[src/rtl/pe_scratchpad.sv]
// Per-PE scratchpad: valid/ready request channel, registered read response held
// under backpressure, and a hardware clear sweep after reset and on request.
module pe_scratchpad #(
  parameter int num_bits  = 8,
  parameter int depth     = 64,
  parameter int addr_bits = $clog2(depth)
) (
  input  logic                 w_clk,
  input  logic                 w_rst,
  input  logic                 w_clear,
  input  logic                 w_req_valid,
  output logic                 r_req_ready,
  input  logic                 w_req_write,
  input  logic [addr_bits-1:0] w_req_addr,
  input  logic [num_bits-1:0]  w_req_data,
  output logic                 r_rsp_valid,
  input  logic                 w_rsp_ready,
  output logic [num_bits-1:0]  r_rsp_data,
  output logic                 r_rsp_err,
  output logic                 r_busy
);

  typedef enum logic {CLEAR, IDLE} state_t;

  state_t               state, state_nxt;
  logic [addr_bits-1:0] cnt, cnt_nxt;
  logic [num_bits-1:0]  mem [depth];
  logic                 accept, in_range, last;

  // depth need not be a power of two, so the top of the address space can be unmapped
  assign in_range    = 32'(w_req_addr) < depth;
  assign last        = (cnt == addr_bits'(depth - 1));
  assign r_busy      = (state == CLEAR);
  assign r_req_ready = (state == IDLE) && !w_clear && (!r_rsp_valid || w_rsp_ready);
  assign accept      = w_req_valid && r_req_ready;

  always_comb begin
    state_nxt = state;
    cnt_nxt   = cnt;
    case (state)
      CLEAR: begin
        cnt_nxt = last ? '0 : cnt + 1'b1;
        if (last) state_nxt = IDLE;
      end
      IDLE: if (w_clear) state_nxt = CLEAR;
      default: state_nxt = CLEAR;
    endcase
  end

  always_ff @(posedge w_clk or posedge w_rst) begin
    if (w_rst) begin
      state <= CLEAR;
      cnt   <= '0;
    end else begin
      state <= state_nxt;
      cnt   <= cnt_nxt;
    end
  end

  // Contents are not reset; the sweep zeroes them.
  always_ff @(posedge w_clk) begin
    if (state == CLEAR)
      mem[cnt] <= '0;
    else if (accept && w_req_write && in_range)
      mem[w_req_addr] <= w_req_data;
  end

  // A pending response survives a sweep start; only a handshake or reset drops it.
  always_ff @(posedge w_clk or posedge w_rst) begin
    if (w_rst) begin
      r_rsp_valid <= 1'b0;
      r_rsp_data  <= '0;
      r_rsp_err   <= 1'b0;
    end else if (accept && !w_req_write) begin
      r_rsp_valid <= 1'b1;
      r_rsp_err   <= !in_range;
      r_rsp_data  <= in_range ? mem[w_req_addr] : '0;
    end else if (w_rsp_ready) begin
      r_rsp_valid <= 1'b0;
    end
  end

endmodule
[config.mk]
export PLATFORM = sky130hd
export DESIGN_NAME = pe_scratchpad
export DESIGN_NICKNAME = d
export VERILOG_FILES = /design/src/rtl/pe_scratchpad.sv
export SDC_FILE = /design/constraint.sdc
export NUM_CORES = 1
export LEC_CHECK = 0
export ABC_AREA = 1
export BUFFER_PORTS_ARGS = -buffer_cell sky130_fd_sc_hd__buf_2
export CORE_AREA = 2 2 202 204
export CTS_BUF_LIST = sky130_fd_sc_hd__clkbuf_2
export DETAILED_ROUTE_END_ITERATION = 16
export DIE_AREA = 0 0 204 206
export GPL_ROUTABILITY_DRIVEN = 0
export PLACE_DENSITY = 0.71
export SYNTH_ARGS = -nofsm -noshare
export SYNTH_HDL_FRONTEND = slang
export SYNTH_SLANG_ARGS = --single-unit
[constraint.sdc]
create_clock -name w_clk -period 3.65 [get_ports w_clk]
set_input_delay 0.5475 -clock w_clk [delete_from_list [all_inputs] [get_ports w_clk]]
set_output_delay 0.5475 -clock w_clk [all_outputs]
set_load 0.01 [all_outputs]
### Word level (Yosys, flattened, before mapping)

Memories as Yosys holds them, arrays and structs flattened. A register that Yosys moved wholly into a read port is not among the register bits.
Cells that the tools add are included.

| cells by class | value |
|---|---|
| multiplexer cells | 13 |
| add/sub/neg operators | 1 |
| equal/unequal tests | 1 |
| reductions and logical operators | 11 |
| bitwise operators | 1 |

Operators with widths:

| kind | number |
|---|---|
| $mux W6 | 2 |
| $mux W1 | 9 |
| $mux W8 | 1 |
| $reduce_or A8 Y1 | 1 |
| $add A6 B1 Y6 const B | 1 |
| $eq A6 B6 Y1 const B | 1 |
| $logic_and A1 B1 Y1 | 5 |
| $logic_not A1 Y1 | 3 |
| $pmux W1 S2 | 1 |
| $reduce_bool A2 Y1 | 1 |
| $logic_or A1 B1 Y1 | 1 |
| $not A1 Y1 | 1 |

| word-level totals | value |
|---|---|
| flip-flop bits (word level) | 8 |
| bits of input ports | 20 |
| logic and storage cells | 31 |
| memories kept | 1 |
| RAM bits | 512 |
| output and inout port bits | 12 |

Memory list:

| memory | depth | bits a word | rd ports | clocked after Yosys merged registers in | wr ports | RTL line | source |
|---|---|---|---|---|---|---|---|
| mem | 64 | 8 | 1 | 1 | 1 | 27 | `logic [num_bits-1:0] mem [depth];` |

### Longest topological paths before layout

Gate-level depths: netlist (run 1).

| logic depth | value |
|---|---|
| depth after elaboration | 10 |
| mapped depth | 14 |
| gate-level depth less buffers | 11 |

### Least setup slack after synthesis (run 1)

OpenSTA, ideal clock, no wires.

| timing | value |
|---|---|
| kind | input to register |
| start point | input port w_rsp_ready |
| end point | memory mem[0][0] (data pin) |
| arrival | 2.622 ns |
| path slack | 0.529 ns |
| data required time | 3.151 ns |
| stages | 5 |
| cells stage by stage | nor2_1 nor3_4 nand3_2 buf_2 nor2_1 |

| on the way | value |
|---|---|
| cells in the longest elaborated chain, start to end | 9 |

Ends and longest elaborated chain:

| item | RTL line | source |
|---|---|---|
| start, declared | 17 | `input logic w_rsp_ready,` |
| $logic_or A1 B1 Y1 | 34 | `assign r_req_ready = (state == IDLE) && !w_clear && (!r_rsp_valid \|\| w_rsp_ready);` |
| $logic_and A1 B1 Y1 | 34 |  |
| net r_req_ready | 12 | `output logic r_req_ready,` |
| $logic_and A1 B1 Y1 | 35 | `assign accept = w_req_valid && r_req_ready;` |
| $logic_and A1 B1 Y1 | 64 | `else if (accept && w_req_write && in_range)` |
| $mux W1 | 64 |  |
| $mux W1 | 62 | `if (state == CLEAR)` |
| $mux W1 (implied by the code) | 65 | `mem[w_req_addr] <= w_req_data;` |
| $reduce_or A8 Y1 (no source line) | n/a |  |
| $mux W8 (no source line) | n/a |  |
| end, declared | 27 |  |

The timed path passes the listed nets, and every way through them passes these cells.

### Worst setup path in the final report (run 1)

| timing | value |
|---|---|
| start point | register state |
| end point | memory mem[19][0] (enable) |

| on the way | value |
|---|---|
| cells in the longest elaborated chain, start to end | 9 |
| elaborated cells between the ends (all ways) | 11 |
| those cells by class | 6 x mux; 5 x reduce/logical |

Ends and longest elaborated chain:

| item | RTL line | source |
|---|---|---|
| start, declared | 25 | `state_t state, state_nxt;` |
| start signal, assigned | 55 | `state <= state_nxt;` |
| $logic_and A1 B1 Y1 (2 in a row) | 34 |  |
| $logic_and A1 B1 Y1 | 35 |  |
| $logic_and A1 B1 Y1 | 64 |  |
| $mux W1 | 64 |  |
| $mux W1 | 62 |  |
| $mux W1 (implied by the code) | 65 |  |
| $reduce_or A8 Y1 (no source line) | n/a |  |
| $mux W6 (no source line) / $mux W1 (equally long branches) | n/a |  |

Parallel ways exist; a longest one is shown, timed or not.

==> metrics, run 1 <==
Worst Setup Start Kind register; CTS tree yes; Worst Path Required between 4000 and 5000 ps; # Max-Cap Violations 0; Finished Core Util 58.78%; initial antenna violation count 1; fraction of layout cells with a size suffix above 1 13.94%; vias in the first global route 14,210; Setup-failing EPs final 0; clock sink total between 500 and 600; syn_nets ~1,900; Core ar. around 0.040 mm²; Hold WC Path Type input port to register; VDD IR max about 0.26 mV; Root Buffer Master clkbuf_2; Switch Pwr 0.003573 W; fin crit share between 80% and 90%; WHS a little under 100 ps; Fin. Hold Viols 0; sequential power share 57.7%; cell area after synthesis 0.02163 mm²; NumNets Final between 1,500 and 2,000; sequential cell area fraction in the yosys report approximately 73%; critical path arrival approximately 3900 ps; I/O pin count 32; average cell area after synthesis approximately 12 µm²; Yosys warnings 0; Post-CTS Setup Inserts 0; crit path kind register to register; total CTS buffers between 100 and 150; Wirelength per Cell a little over 20 µm; Yosys top cell area share slightly above 70%; largest net degree at the start of global routing ~190; Die Width ~200 µm; initial cell density of the core 53.84%; Logic pwr share between 10% and 20%; Power Internal between 0.008 and 0.009 W; Max H-tree Level 3; element type at the critical path end register; Clk Latency, worst-skew pair roughly 1100 ps; die area 0.04202 mm²; First DRT Iteration DRCs ~1,600; DR pass1 iterations 6; Worst Path Max Fanout 14; CTS clk-pin slew, worst paths between 100 and 150 ps; DRC violations left 0; ANT nets after route 0; via count about 15,000; synth top area cells edfxtp_1 (71%), nand2_1 (11%), nand3_1 (11%); Sw Ratio 29.14%; Gate Count Post-Synth 1,875; grt total ovfl 0; maximum clock frequency approximately 0.31 GHz; DP HPWL ~30,000 µm; Setup TNS 0 ps; Clock Power Share 28.7%; port bufs 30; RSZ-0062 raised after global routing false; Vias per Instance 5.651; Yosys top cell by area edfxtp_1; first-pass GRT wire length around 79,000 µm; Routed WL roughly 52,000 µm; Period minus WS final roughly 3200 ps; die span in y slightly above 200 µm; Synth Register Bits between 500 and 600; CTS max path bufs 3; status complete, no violations; row cnt 74; GRT Total Usage approximately a quarter; Slew headroom 44.29%; Pwr Density about 520 mW/mm²; Layout area overhead 9.172%; max-slew violation count 0; fillers ~3,300; Pleak roughly 9 nW; Worst Tran Pin Value roughly 840 ps; Layout Skew 101.9 ps; Cell variety after synth 26
[layout by cell type (no fill, tap or decap), drive strengths merged]
master,netlist,routed
o21ai,9,9
edfxtp,512,512
dlygate4sd3,0,13
clkinvlp,0,1
or2,1,1
ha,1,1
diode,0,1
xor2,2,2
dfrtp,16,16
clkbuf,73,183
nand2,632,632
nand4,8,8
inv,26,29
conb,1,1
nor3,2,2
buf,39,56
clkinv,3,35
nor2,81,81
nand3,469,469
[stage by stage]
step | setup slack (ps) | cell area [µm²] | std cells | total power (W)
4_1_cts | 466.3 | 23620 | 2583 | 0.01234
5_1_grt | 247.5 | 23620 | 2584 | 0.01283
3_3_place_gp | 396.4 | 22420 | 2351 | 0.008794
6_report | 429.6 | 23620 | 2584 | 0.01226
2_1_floorplan | 528.8 | 21630 | 1875 | 0.008232
3_5_place_dp | 304.1 | 22420 | 2351 | 0.008842
[per-layer routing]
metal / vias to the layer above / wire [µm] / GRT usage [%]
li1: 6824 / - / -
met1: 6981 / 20080 / 31.93
met2: 693 / 25240 / 42.21
met3: 105 / 5136 / 6.291
met4: 0 / 1612 / 10.87
met5: - / 0 / 0
[critical path, stage by stage (launching register included)]
cell	delay, ps
dfrtp_1	410
inv_2	100
nor3_4	240
nand3_2	370
o21ai_2	430
nand4_2	550
nor2_1	760
[cell type report]
class / count / area (µm²) / share of cell area (%)
Clock buffer: 183 / 915.9 / 3.878
Multi-Input combinational cell: 1206 / 5363 / 22.70
Sequential cell: 528 / 15780 / 66.79
Clock inverter: 36 / 146.4 / 0.6198
Antenna cell: 1 / 2.502 / 0.01059
Tap cell: 532 / 665.6 / 2.818
Timing Repair Buffer: 69 / 634.4 / 2.686
Inverter: 29 / 116.4 / 0.4927
[power by group through the flow]
stage | Combinational (W) | Sequential (W) | Clock [W]
2_1_floorplan | 0.00103 | 0.00720 | 0
3_3_place_gp | 0.00159 | 0.00721 | 0
3_5_place_dp | 0.00163 | 0.00721 | 0
4_1_cts | 0.00164 | 0.00708 | 0.00362
5_1_grt | 0.00180 | 0.00710 | 0.00393
6_report | 0.00166 | 0.00708 | 0.00352
[synth_stat cells]
master	instances
nor3_1	1
nand2_1	624
or2_2	1
nand2_2	8
edfxtp_1	512
clkbuf_1	73
nor2_2	1
buf_6	1
nor3_4	1
buf_2	13
o21ai_2	3
nand3_2	1
nand3_1	468
dfrtp_1	16
o21ai_4	3
nor2_1	80
buf_1	24
clkinv_1	3
o21ai_0	3
inv_1	21
nand4_2	8
buf_4	1
conb_1	1
xor2_1	2
inv_2	5
ha_1	1
[cells by family after synthesis]
group                      share of synthesized area (%)
adders and majority gates                        0.05782
and+or+nand+nor                                    23.94
AOI/OAI and AO/OA                                 0.4164
other                                            0.01733
buffers and inverters                              2.574
DFF                                                72.92
xor gates and xnor gates                         0.08098
[worst paths after layout]
path	startpoint	end	slack [ps]	cells after the start
max	state	mem[19][0]	430	6
max in group asynchronous	w_rst	cnt[4]	3040	3
max reg2reg	state	mem[19][0]	430	6
min	w_req_data[7]	mem[25][7]	100	4
min in group asynchronous	w_rst	cnt[3]	160	3
min reg2reg	r_rsp_data[2]	r_rsp_data[2]	490	2
[flip-flops by register name, summed over array words and instances, names as in the netlist]
register / flops
cnt: 6
mem: 512
r_rsp_data: 8
r_rsp_valid: 1
state: 1
[what timing repair did]
item / 4_1_cts / 5_1_grt
hold buffers: 13 / 0
hold endpoints to repair: 29 / 0
resized for setup: 0 / 0
Note: power is estimated with default switching activity, not from simulation.
==> run 2, diff against run 1 <==
- HOLD_SLACK_MARGIN: default -> 0.05
- REMOVE_ABC_BUFFERS: default -> 1
- SKIP_CTS_REPAIR_TIMING: default -> 1
==> run 2 against run 1 <==
Effect of this change:
- power is 2.3% higher
- clock skew is 26 ps lower
- design area is 2.1% higher
- die area stayed put
- sequential share of layout area is 1.4 points lower
- largest cell class unchanged
==> metrics, run 2 (synthesis gave the netlist of run 1 again) <==
Slew headroom 22.83% (-21 points); NumNets Final 2,036 (+3.0%); fraction of layout cells with a size suffix above 1 16.05% (+2.1 points); DRC violations left 0 (unchanged); commonest non-fill, non-tap cell in the layout nand2_1; CTS tree yes; Routed WL 54,320 µm (+4.3%); Pleak 9.368 nW (+3.6%); Vias per Instance 5.707 (+0.99%); DP HPWL 31,800 µm (+6.4%); vias in the first global route 14,400 (+1.3%); Critical R2R Launch state; Core ar. 0.04018 mm² (unchanged); row cnt 74 (unchanged); CTS max path bufs 3 (unchanged); port bufs 30 (unchanged); initial cell density of the core 53.84% (unchanged); R2R Path End mem[53][7]; CP max-delay cell nand4_2; first-pass GRT wire length 82,080 µm (+4.4%); crit-path cells inv_2 > nor3_4 > nand3_2 > o21ai_2 > nand4_2 > nor2_1 > buf_4; slowest stage delay, CP 580 ps (-180 ps); crit-path leading delay family simple AND/OR/NAND/NOR gates; max-slew violation count 0 (unchanged); Layout Skew 75.83 ps (-26.07 ps); Final WS setup 684.3 ps (+254.7 ps); critical path arrival 3720 ps (-190 ps); Clk Latency, worst-skew pair 1050 ps (-70 ps); Worst Path Buf+Inv 2 (+1); Die Width 204 µm (unchanged); Worst Setup Start Kind register; most flop-heavy register mem; Worst Tran Pin Value 1158 ps (+321.9 ps); CTS clk-pin slew, worst paths 110 ps (about the same); Setup-failing EPs final 0 (unchanged); most frequent cells in the layout nand2_1 (624), edfxtp_1 (512), nand3_1 (468); Pwr Density 519.8 mW/mm² (+0.14%); Fin. Hold Viols 0 (unchanged); GRT Total Usage 26.38% (+1.0 points); top layer reached by signal wires met4; fin crit share 81.25% (-7.0 points); I/O pin count 32 (unchanged); Max H-tree Level 3 (unchanged); Layout area overhead 11.49%; WHS 100.1 ps (+0.8829 ps); Worst Path Max Fanout 14 (unchanged); DR pass1 iterations 7 (+1); Wirelength per Cell 20.57 µm (+2.1%); die area 0.04202 mm² (unchanged); Worst Path Required 4410 ps (+70 ps); final total power 0.01254 W (+2.3%); pre-CTS setup slack 585.1 ps (+281.0 ps); largest net degree at the start of global routing 257 (+33%); Period minus WS final 2966 ps (-254.7 ps); # Max-Cap Violations 0 (unchanged); R2R setup slack 680 ps (+250 ps); crit path kind register to register; VDD IR max 0.3564 mV (+36%); Met3 Wirelength 5316 µm (+3.5%); status complete, no violations; met2 WL 25,480 µm (+0.96%); min-delay src w_req_data[2]; placed cell areas 0.02290 mm² (+2.1%); fin area 0.02412 mm² (+2.1%); Root Buffer Master clkbuf_2; initial antenna violation count 2 (+1); max reg flops 512 (unchanged); grt total ovfl 0 (unchanged); RSZ-0062 raised after global routing false; Hold WC Path Type input port to register; biggest regs mem: 512 flops, r_rsp_data: 8 flops, cnt: 6 flops; die span in y 206 µm (unchanged); ANT nets after route 0 (unchanged); via count 15,070 (+3.2%); element type at the critical path end register; First DRT Iteration DRCs 1,949 (+23%); fillers 3,279 (+0.86%); Endpoint, Worst Hold mem[53][2]; routed length on met1 21,800 µm (+8.5%); maximum clock frequency 0.3372 GHz (+8.6%); clock sink total 528 (unchanged); total CTS buffers 119 (-1.7%); Reg2Reg Depth 7 (+1); Hold Path Cell Cnt 4 (unchanged); Setup TNS 0 ps (unchanged)
run 2: changes by cell type in the layout (fill, tap and decap cells not counted):
cell           previous run  this run
clkinv_2                  2        10
buf_4                    15        78
bufinv_16                 0         3
diode_2                   1         2
dlygate4sd3_1            13        12
clkbuf_2                183       161
clkinv_1                 32        36
run 2: metrics by stage:
step | instances | util (%)
6_report | 2640 | 60.02
5_1_grt | 2640 | 60.02
4_1_cts | 2626 | 59.71
3_5_place_dp | 2414 | 56.98
3_3_place_gp | 2414 | 56.98
2_1_floorplan | 1763 | -
run 2: power breakdown:
group          internal (W)  leakage, nW  switching [W]
clock               0.00143        0.816        0.00222
sequential          0.00696         5.39       0.000121
combinational      0.000484         3.16        0.00132
total               0.00887         9.37        0.00366
run 2: worst max-delay path by stage:
stage                        startpoint          to  slack [ps]  cells after the start
final                             state  mem[53][7]         680                      7
after CTS                         state  mem[53][7]         640                      7
after detailed placement        w_clear  mem[13][2]         590                      7
after floorplan           w_req_addr[0]  mem[17][0]       -2940                      4
after global routing              state  mem[61][6]         470                      9
after global placement          w_clear  mem[21][7]         710                      7
run 2: worst register-to-register path: stages (launching register included):
cell,delay (ps)
dfrtp_1,430
inv_2,110
nor3_4,230
nand3_2,380
o21ai_2,450
nand4_2,580
nor2_1,290
buf_4,210
run 2: final cells by class:
| type | count | area [µm²] | area share (%) |
|---|---|---|---|
| Inverter | 29 | 116.4 | 0.4824 |
| Tap cell | 532 | 665.6 | 2.760 |
| Sequential cell | 528 | 15780 | 65.40 |
| Multi-Input combinational cell | 1206 | 5363 | 22.23 |
| Antenna cell | 2 | 5.005 | 0.02075 |
| Clock inverter | 51 | 291.5 | 1.209 |
| Timing Repair Buffer | 131 | 1097 | 4.549 |
| Clock buffer | 161 | 805.8 | 3.341 |
run 2: per-layer routing:
metal | vias to the layer above | GRT usage (%)
li1 | 6930 | -
met1 | 7193 | 36.92
met2 | 827 | 41.21
met3 | 117 | 4.951
met4 | 0 | 10.69
met5 | - | 0
